## config.mk

```make
export PLATFORM = sky130hd
export DESIGN_NAME = clint_timer
export DESIGN_NICKNAME = d
export VERILOG_FILES = /design/src/rtl/clint_timer.sv
export SDC_FILE = /design/constraint.sdc
export NUM_CORES = 1
export LEC_CHECK = 0
export ABC_AREA = 1
export BUFFER_PORTS_ARGS = -buffer_cell sky130_fd_sc_hd__buf_2
export CORE_MARGIN = 3
export CORE_UTILIZATION = 50
export CTS_CLUSTER_SIZE = 10
export DETAILED_ROUTE_END_ITERATION = 8
export GPL_ROUTABILITY_DRIVEN = 0
export PLACE_DENSITY = 0.71
export SYNTH_ARGS = -nofsm -noshare
export SYNTH_HDL_FRONTEND = slang
export SYNTH_SLANG_ARGS = --single-unit
```

## constraint.sdc

```tcl
create_clock -name clk -period 6.9 [get_ports clk]
set_input_delay 1.38 -clock clk [delete_from_list [all_inputs] [get_ports clk]]
set_output_delay 1.38 -clock clk [all_outputs]
set_load 0.02 [all_outputs]
```

## src/rtl/clint_timer.sv

```systemverilog
// Core-local interruptor: mtime/mtimecmp registers behind a single-entry LSU
// request/response port, with a registered timer interrupt to the CSR unit.
module clint_timer #(
  parameter int          ADDR_W   = 64,
  parameter int          DATA_W   = 64,
  parameter logic [63:0] BASE     = 64'h0200_0000,
  parameter int          TICK_DIV = 1
) (
  input  logic                  clk,
  input  logic                  rst,
  input  logic                  req_valid,
  output logic                  req_ready,
  input  logic                  req_write,
  input  logic [ADDR_W-1:0]     req_addr,
  input  logic [DATA_W-1:0]     req_wdata,
  input  logic [DATA_W/8-1:0]   req_wstrb,
  output logic                  resp_valid,
  input  logic                  resp_ready,
  output logic [DATA_W-1:0]     resp_rdata,
  output logic                  resp_err,
  output logic                  addr_hit,
  output logic                  clint_mtip
);

  localparam logic [ADDR_W-1:0] BASE_A   = BASE[ADDR_W-1:0];
  localparam logic [7:0]        PRE_LAST = 8'(TICK_DIV - 1);

  logic [DATA_W-1:0] mtime_q, mtime_d;
  logic [DATA_W-1:0] mtimecmp_q, mtimecmp_d;
  logic [7:0]        presc_q, presc_d;
  logic              resp_valid_q, resp_valid_d;
  logic [DATA_W-1:0] resp_rdata_q, resp_rdata_d;
  logic              resp_err_q, resp_err_d;
  logic              mtip_q, mtip_d;

  logic [ADDR_W-1:0] off;
  logic [15:0]       word_off;
  logic              sel_cmp, sel_time, accept, tick;
  logic [DATA_W-1:0] wmask, cmp_merged, time_merged;

  // Expand byte strobes into a bit mask for read-modify-write merging.
  for (genvar gi = 0; gi < DATA_W/8; gi++) begin : g_wmask
    assign wmask[gi*8 +: 8] = {8{req_wstrb[gi]}};
  end

  assign off         = req_addr - BASE_A;
  assign addr_hit    = (req_addr >= BASE_A) && (off[ADDR_W-1:16] == '0);
  assign word_off    = off[15:0] & 16'hFFF8;
  assign sel_cmp     = addr_hit && (word_off == 16'h4000);
  assign sel_time    = addr_hit && (word_off == 16'hBFF8);
  assign req_ready   = ~resp_valid_q | resp_ready;
  assign accept      = req_valid & req_ready;
  assign tick        = (presc_q == PRE_LAST);
  assign cmp_merged  = (mtimecmp_q & ~wmask) | (req_wdata & wmask);
  assign time_merged = (mtime_q & ~wmask) | (req_wdata & wmask);

  always_comb begin
    presc_d      = tick ? 8'd0 : presc_q + 8'd1;
    mtime_d      = tick ? mtime_q + 64'd1 : mtime_q;
    mtimecmp_d   = mtimecmp_q;
    resp_valid_d = resp_valid_q & ~resp_ready;
    resp_rdata_d = resp_rdata_q;
    resp_err_d   = resp_err_q;
    if (accept) begin
      resp_valid_d = 1'b1;
      resp_err_d   = ~(sel_cmp | sel_time);
      resp_rdata_d = '0;
      if (!req_write) begin
        if (sel_cmp)       resp_rdata_d = mtimecmp_q;
        else if (sel_time) resp_rdata_d = mtime_q;
      end else if (sel_cmp) begin
        mtimecmp_d = cmp_merged;
      end else if (sel_time) begin
        // A store to mtime overrides the tick increment on the same edge.
        mtime_d = time_merged;
      end
    end
    mtip_d = (mtime_d >= mtimecmp_d);
  end

  always_ff @(posedge clk) begin
    if (!rst) begin
      mtime_q      <= '0;
      mtimecmp_q   <= '1;
      presc_q      <= '0;
      resp_valid_q <= 1'b0;
      resp_rdata_q <= '0;
      resp_err_q   <= 1'b0;
      mtip_q       <= 1'b0;
    end else begin
      mtime_q      <= mtime_d;
      mtimecmp_q   <= mtimecmp_d;
      presc_q      <= presc_d;
      resp_valid_q <= resp_valid_d;
      resp_rdata_q <= resp_rdata_d;
      resp_err_q   <= resp_err_d;
      mtip_q       <= mtip_d;
    end
  end

  assign resp_valid = resp_valid_q;
  assign resp_rdata = resp_rdata_q;
  assign resp_err   = resp_err_q;
  assign clint_mtip = mtip_q;

endmodule

```

; ---- Yosys cells after proc, flatten, opt, wreduce, memory -nomap -nowiden
; Index checks and enable logic that the tools add are counted.
[totals]
mem_count = 0
mem_bits_rw = 0
mem_bits_ro = 0
in_bits = 141
reg_bits = 203
word_cells = 46
latchBits = 0
[op_classes]
div = 0
n_bitwise = 14
reduce_logical = 6
muxes = 12
eq_ne = 2
n_addsub = 3
shifts = 0
n_lt_le_gt_ge = 2
n_mul = 0
[ops]
columns = operator, n
row1 = 64-bit two-way mux, 11
row2 = 64-bit AND, 3
row3 = 64-bit OR, 2
row4 = 64-bit by 1-bit adder with 64-bit output (second input constant), 1
row5 = 64-bit by 26-bit greater-or-equal comparator with 1-bit output (second input constant), 1
row6 = 64-bit greater-or-equal comparator, 1
row7 = 64-bit NOT, 1
row8 = 64-bit by 26-bit subtractor with 64-bit output (second input constant), 1
row9 = 48-bit zero test, 1
row10 = 13-bit by 12-bit == test with 1-bit output (second input constant), 1
row11 = 13-bit == test (second input constant), 1
row12 = 8-bit by 1-bit adder with 8-bit output (second input constant), 1
row13 = 8-bit zero test, 1
row14 = 1-bit NOT, 4
row15 = 1-bit logical AND, 3
row16 = 1-bit AND, 2
row17 = 1-bit OR, 2
row18 = 2-bit OR reduction, 1
row19 = 1-bit two-way mux, 1

; ---- Logic depth before layout (Yosys ltp)
; Gate-level depths: netlist of run 1.
[depth]
word_depth = 9
depth_mapped = 32
ltp_nobuf = 31

; ---- Worst setup path after synthesis of run 1
; Ideal clock, no wire load.
[synth_path]
path_type = input port to flip-flop
from = input port req_addr[25]
to = register mtip_q (netlist: clint_mtip)
t_required_ns = 6.843
setup_slack_ns = 2.117
t_arrival_ns = 4.726
path_stages = 29
path_buffers = 3
path_cell_list = inv_1 ha_1 nand2_1 nor2_2 nand3_2 nor2_1 nor2_1 nor2_1 nand2_1 nor2_1 nand2_1 nor2_1 and2_2 buf_6 buf_6 buf_6 nand4_2 nand2_1 inv_1 ha_1 nand4_1 nor3_1 inv_1 nor4_1 and3_1 nand4_1 nand3_1 nand2_1 inv_1
[synth_between]
elab_chain_len = 9
[synth_rtl]
columns = element, line
row1 = from (decl), 14  ; input logic [ADDR_W-1:0] req_addr,
row2 = 64-bit by 26-bit subtractor with 64-bit output, 46  ; assign off = req_addr - BASE_A;
row3 = 48-bit zero test, 47  ; assign addr_hit = (req_addr >= BASE_A) && (off[ADDR_W-1:16] == '0);
row4 = 1-bit logical AND (*), 47
row5 = 1-bit logical AND, 50  ; assign sel_time = addr_hit && (word_off == 16'hBFF8);
row6 = 64-bit two-way mux, 73  ; end else if (sel_time) begin
row7 = 64-bit two-way mux, 71  ; end else if (sel_cmp) begin
row8 = 64-bit two-way mux, 68  ; if (!req_write) begin
row9 = 64-bit two-way mux, 64  ; if (accept) begin
row10 = 64-bit greater-or-equal comparator (*), 78  ; mtip_d = (mtime_d >= mtimecmp_d);
row11 = to (signal assigned), 97  ; mtip_q <= mtip_d;
row12 = to (decl), 34  ; logic mtip_q, mtip_d;
; Every way passes the cells marked *; elsewhere a longest branch is shown, timed or not.
; A chain may end at the register's enable or synchronous reset.

; ---- Worst setup path in the final report of run 1
[layout_path]
from = input port req_addr[25]
to = register mtip_q (netlist: clint_mtip)
[layout_between]
elab_chain_len = 9
[layout_rtl]
columns = element, line
row1 = 64-bit by 26-bit subtractor with 64-bit output, 46
row2 = 48-bit zero test, 47
row3 = 1-bit logical AND (*), 47
row4 = 1-bit logical AND, 50
row5 = 64-bit two-way mux, 73
row6 = 64-bit two-way mux (*), 71
row7 = 64-bit two-way mux (*), 68
row8 = 64-bit two-way mux (*), 64
row9 = named net mtime_d[54], 28  ; logic [DATA_W-1:0] mtime_q, mtime_d;
row10 = 64-bit greater-or-equal comparator (*), 78
; Mark *: on every way through the listed nets, which the timed path passes. The rest lies on a longest branch.

==> summary.txt, run 1 <==
Status
  • Status: finished, final reports clean

Placement
  • Placed Cells: 2966
  • Port Buffer Count: 206
  • Hpwl dp: 35.6 mm

Clocking
  • Setup bufs post-CTS: 0
  • Post-CTS Resized: 0
  • Clk Latency, worst-skew pair: 0.54 ns
  • Clock transition at the registers of the reported paths: 0.05 ns
  • Root buf cell: clkbuf_16
  • Htree depth: 1
  • CTS Sinks: 203
  • CTS tree: done
  • CTS Buf Count: 27
  • Clock Tree Buf Depth: 3
  • CTS Hold Buffers Added: 0

Drt
  • Post-route ant nets: 0
  • Highest metal used: met5
  • Starting DRT DRC Count: 1463
  • WL final: 49.0 mm
  • M1 WL: 21.6 mm
  • DRC: 0
  • Metal2 WL: 22.1 mm
  • Met3 WL: 3.90 mm
  • DR pass1 iterations: 5
  • DR vias: 17244
  • DR vias/cell: 5.73
  • WL per Instance: 16.3 µm

Floorplan
  • Die X: 182 µm
  • I/O pin count: 210
  • Die Y: 182 µm
  • Die footprint: 33000 µm²
  • Core Region: 30000 µm²
  • Initial Utilization: 51.3%
  • Core Rows: 63

Timing
  • RSZ-0062 raised after global routing: false
  • Worst Tran Pin Value: 0.846 ns
  • Final period utilization: 83.8%
  • Worst slew margin: 43.1%
  • Maximum clock rate: 173 MHz
  • Post-route minimum period: 5.78 ns
  • Max Slew Vio Count: 0
  • Final setup violation count: 0
  • Final Hold Viols: 0
  • Setup_tns: 0 ns
  • Clk_skew: 0.0226 ns

Pwr
  • P_leak: 8.65 nW
  • Peak supply drop: 195 µV
  • PwrDens: 160 nW/µm²
  • Switching share of power: 24.3%
  • P_sw: 676 µW
  • Power share of the sequential group: 42.3%
  • Comb pwr share: 7.7%
  • Int Pwr: 2.11 mW
  • Clock group share of total power: 50.0%

Cells and area
  • Synthesis-to-finish area growth: 13.1%
  • Finished Layout Cells: 3008
  • Share of layout cells above drive strength 1: 11.8%
  • Nets: 2814

Logic synthesis
  • Synth Instances: 2485
  • Net Count, Synth: 2694
  • Synth Area per Inst: 6.20 µm²
  • Synth Cell Area: 15400 µm²
  • Yosys warns: 0
  • Number of distinct library cells after synthesis: 41
  • Synthesis-stage register bit count: 203
  • Post-synthesis sequential area ratio: 26.4%

Global routing
  • First-pass GRT wire length: 79.8 mm
  • Vias in the first global route: 16163
  • GRT Util Overall: 28.3%
  • Largest net degree at the start of global routing: 130
  • Initial antenna violation count: 3
  • Grt ovf: 0

Min path
  • HP Class: flip-flop to flip-flop
  • Worst Hold Depth: 1

Setup path
  • CP Data Arrival Time: 6.26 ns
  • R2R cell count: 22
  • Critical Path End Type: flip-flop
  • Crit-path max FO: 25
  • WP data required: 7.37 ns
  • Critical path type: input port to flip-flop
  • Setup crit start kind: input port

Job
  • Maxcap violations: 0
-- through the flow --
| stage | hold slack (ns) | instance area [µm²] | utilization, % | total power [mW] | worst slack [ns] |
|---|---|---|---|---|---|
| 2_1_floorplan | 0.417 | 15400 | - | 1.32 | 2.12 |
| 3_3_place_gp | 0.432 | 16600 | 55.1 | 1.41 | 0.794 |
| 3_5_place_dp | 0.436 | 16600 | 55.1 | 1.42 | 0.688 |
| 4_1_cts | 0.447 | 17400 | 58.0 | 2.80 | 1.21 |
| 5_1_grt | 0.466 | 17400 | 58.0 | 2.87 | 0.626 |
| 6_report | 0.443 | 17400 | 58.0 | 2.79 | 1.12 |
-- critical path: stages --
cell     delay (ns)
buf_2          0.10
inv_1          0.08
ha_1           0.30
nand2_1        0.17
nor2_2         0.30
nand3_2        0.20
nor2_1         0.13
nor2_1         0.07
nor2_1         0.11
nand2_1        0.06
nor2_1         0.10
nand2_1        0.10
nor2_4         0.10
and2_4         0.16
nand3_2        0.46
buf_4          0.44
nand2_1        0.12
nand2_1        0.09
ha_1           0.31
nand4_1        0.11
nor4_1         0.61
and3_1         0.34
nand4_1        0.09
nand3_1        0.10
nand2_1        0.12
inv_1          0.09
-- cell usage in the layout (no fill, tap or decap), types with 2 or more instances in the layout --
cell type  instances
nor3b_1            3
xnor2_1            9
inv_2              3
nand4_1          299
o221ai_1           2
nand3_2            7
nor3_1            60
o21ai_1            6
o21ai_0           58
nand3b_1          10
nor4_1            14
bufinv_16          3
clkbuf_16         27
and3_1             3
nor2_1           217
buf_12             3
nand3_1          124
o21a_1             2
a21oi_1          136
o21bai_1           4
xor2_1            67
a211oi_1           4
nor2_2             8
clkbuf_8           5
inv_1            257
clkbuf_1           4
nand4_2           10
buf_2            206
nor2_4             8
nand2_1          731
dfxtp_1          203
nand2_2            5
mux2i_1           17
a31oi_1            2
ha_1              68
buf_4             18
o2111ai_1          4
-- registers in the layout (all words and copies together) (netlist names) --
register / count
mtime_q: 64
mtimecmp_q: 64
resp_rdata: 64
presc_q: 8
clint_mtip: 1
resp_err: 1
resp_valid: 1
-- power groups by stage --
stage	registers, mW	logic [mW]	clock network [mW]
2_1_floorplan	1.20	0.114	0
3_3_place_gp	1.20	0.210	0
3_5_place_dp	1.20	0.212	0
4_1_cts	1.18	0.213	1.41
5_1_grt	1.18	0.237	1.46
6_report	1.18	0.215	1.39
-- metal layers --
metal	vias to the layer above	global-route usage (%)
li1	8573	-
met1	7868	38.6
met2	691	46.6
met3	108	4.39
met4	4	8.01
met5	-	0
-- cell families after synthesis --
kind of cell	after synthesis	share of synthesized area (%)
buffers and inverters	398	10.3
and+or+nand+nor	1502	44.8
DFF	203	26.4
xor gates and xnor gates	76	4.32
muxes	17	1.10
AOI/OAI and AO/OA	221	7.56
adders and majority gates	68	5.52
-- final timing paths --
path	start	endpoint	slack (ns)
max	req_addr[25]	clint_mtip$_SDFF_PN0_	1.12
max reg2reg	presc_q[0]$_SDFF_PP0_	clint_mtip$_SDFF_PN0_	1.75
min reg2reg	presc_q[0]$_SDFF_PP0_	presc_q[0]$_SDFF_PP0_	0.44
min	presc_q[0]$_SDFF_PP0_	presc_q[0]$_SDFF_PP0_	0.44
-- synthesized netlist by cell type (all sizes together) --
master,n,share of area (%)
nand2,736,18
nand4,309,13
inv,261,6.4
nor2,233,6.0
dfxtp,203,26
a21oi,136,4.4
nand3,131,4.5
clkbuf,77,1.9
ha,68,5.5
xor2,67,3.8
o21ai,64,2.1
nor3,61,2.0
buf,59,2.1
mux2i,17,1.1
nor4,14,0.57
nand3b,10,0.49
xnor2,9,0.51
a211oi,4,0.19
o2111ai,4,0.23
o21bai,4,0.19
and3,3,0.12
nor3b,3,0.15
a31oi,2,0.081
o21a,2,0.097
o221ai,2,0.11
a2111oi,1,0.057
a21o,1,0.049
and2,1,0.049
clkinv,1,0.024
nand2b,1,0.041
o211ai,1,0.049
-- area by class of cell --
type                       count  area (µm²)
antenna                        1        2.50
clock inverter                 5         106
tap                          390         488
fill                        3056       12600
timing repair buffer         227        1230
multi-input combinational   1884        9800
clock buffer                  36         759
inverter                     262         986
sequential                   203        4060
Power figures use the tool's default switching activity.
==> run 2: changes to the inputs <==
--- a/config.mk
+++ b/config.mk
@@ -12,7 +12,7 @@
 export CTS_CLUSTER_SIZE = 10
 export DETAILED_ROUTE_END_ITERATION = 8
 export GPL_ROUTABILITY_DRIVEN = 0
-export PLACE_DENSITY = 0.71
+export PLACE_DENSITY = 0.74
 export SYNTH_ARGS = -nofsm -noshare
 export SYNTH_HDL_FRONTEND = slang
 export SYNTH_SLANG_ARGS = --single-unit
==> constraint.sdc (replaced) <==
create_clock -name clk -period 5.3 [get_ports clk]
set_input_delay 1.06 -clock clk [delete_from_list [all_inputs] [get_ports clk]]
set_output_delay 1.06 -clock clk [all_outputs]
set_load 0.02 [all_outputs]
==> run 2 against run 1 <==
- cell area increased by 1.5%
- sequential power is 30% higher
- via count increased by 2.2%
- total power up 21%
- largest cell class unchanged
- largest power group unchanged
==> summary.txt, run 2 (synthesis gave the netlist of run 1 again) <==
Global routing
  • Initial antenna violation count: 2
  • Grt ovf: 0
  • First-pass GRT wire length: 80.8 mm
  • Vias in the first global route: 16375
  • GRT Util Overall: 28.7%
  • Largest net degree at the start of global routing: 104

Setup path
  • Cell repeated most along the worst path: nand2_1
  • CP Data Arrival Time: 5.34 ns
  • Setup crit start kind: input port
  • WP data required: 5.78 ns
  • Crit-path max FO: 21
  • Critical Path End Type: flip-flop
  • Critical path type: input port to flip-flop
  • CP max-delay cell: buf_4
  • CP peak stage delay: 0.25 ns

Pwr
  • Pwr Total: 3.37 mW
  • P_leak: 8.82 nW
  • PwrDens: 191 nW/µm²
  • Peak supply drop: 212 µV

Drt
  • DRC: 0
  • Starting DRT DRC Count: 1377
  • DR pass1 iterations: 6
  • Post-route ant nets: 0
  • DR vias/cell: 5.77
  • DR vias: 17617
  • WL final: 49.4 mm
  • WL per Instance: 16.2 µm

Cells and area
  • Share of layout cells above drive strength 1: 13.2%
  • ANT cells: 0
  • Final Instance Area: 17700 µm²
  • Most frequent cells in the layout: nand2_1, nand4_1, inv_1
  • Register area: 4060 µm²
  • Finished Layout Cells: 3055
  • Multi-input logic area: 9800 µm²
  • Layout filler cell count: 2978
  • Synthesis-to-finish area growth: 14.7%
  • Most common cell after layout, fill and taps aside: nand2_1
  • Fin util: 58.9%
  • Nets: 2862

Timing
  • Worst Tran Pin Value: 0.955 ns
  • RSZ-0062 raised after global routing: false
  • Clk_skew: 0.0169 ns
  • Post-route minimum period: 4.86 ns
  • Min Hold Slack: 0.443 ns
  • Maximum clock rate: 206 MHz
  • Final period utilization: 91.7%
  • Final Hold Viols: 0
  • Final setup violation count: 0
  • Final worst slack: 0.437 ns
  • Max Slew Vio Count: 0
  • Worst slew margin: 35.8%
  • Setup_tns: 0 ns

Clocking
  • Clock transition at the registers of the reported paths: 0.05 ns
  • Clock Tree Buf Depth: 3
  • CTS Sinks: 203
  • Clk Latency, worst-skew pair: 0.55 ns
  • Htree depth: 1
  • CTS Buf Count: 25
  • Root buf cell: clkbuf_16
  • CTS tree: done

Placement
  • Placed Area: 17000 µm²
  • Port Buffer Count: 206
  • Placed Cells: 3016
  • Dpl ws: 0.0239 ns
  • Hpwl dp: 36.7 mm

Floorplan
  • Die Y: 182 µm
  • Core Rows: 63
  • Core Region: 30000 µm²
  • Die footprint: 33000 µm²
  • Initial Utilization: 51.3%
  • Die X: 182 µm
  • I/O pin count: 210

Status
  • Status: finished, final reports clean

Job
  • Maxcap violations: 0

Min path
  • HP Class: flip-flop to flip-flop
==> run 2: worst paths after layout <==
path | startpoint | to | slack [ns] | depth (start not counted)
setup / recovery | req_addr[25] | clint_mtip$_SDFF_PN0_ | 0.44 | 31
setup reg to reg | presc_q[0]$_SDFF_PP0_ | clint_mtip$_SDFF_PN0_ | 0.60 | 23
hold reg to reg | presc_q[0]$_SDFF_PP0_ | presc_q[0]$_SDFF_PP0_ | 0.44 | 1
hold / removal | presc_q[0]$_SDFF_PP0_ | presc_q[0]$_SDFF_PP0_ | 0.44 | 1
==> run 2: area by class of cell <==
class / instances / area share, %
Inverter: 262 / 5.57
Timing Repair Buffer: 277 / 9.27
Tap cell: 390 / 2.76
Sequential cell: 203 / 23.0
Multi-Input combinational cell: 1884 / 55.4
Clock inverter: 2 / 0.0778
Clock buffer: 37 / 3.91
==> run 2: where the power goes <==
part	total, mW	switching [mW]	internal, mW
Clock	1.55	0.667	0.887
Sequential	1.53	0.00418	1.53
Combinational	0.286	0.196	0.0901
Total	3.37	0.867	2.51
==> run 2: critical path, delay by kind of cell <==
family          cells  cell delay [ns]
fa+ha+maj           2             0.40
simple gates       21             2.80
compound gates      1             0.13
buf+inv             7             0.96
==> run 2: timing repair <==
action,in CTS,in global routing
gates resized for setup,0,2
buffers inserted,0,0
setup endpoints to repair,0,1
hold buffers,0,0
hold endpoints to repair,0,0
==> run 2: per-layer routing <==
layer / share of wire [%] / vias up / GRT usage (%)
met4: 2.8 / 4 / 8.56
met5: 0.047 / - / 0
li1: - / 8671 / -
met1: 44 / 8051 / 39.5
met3: 8.3 / 107 / 3.57
met2: 45 / 784 / 47.2
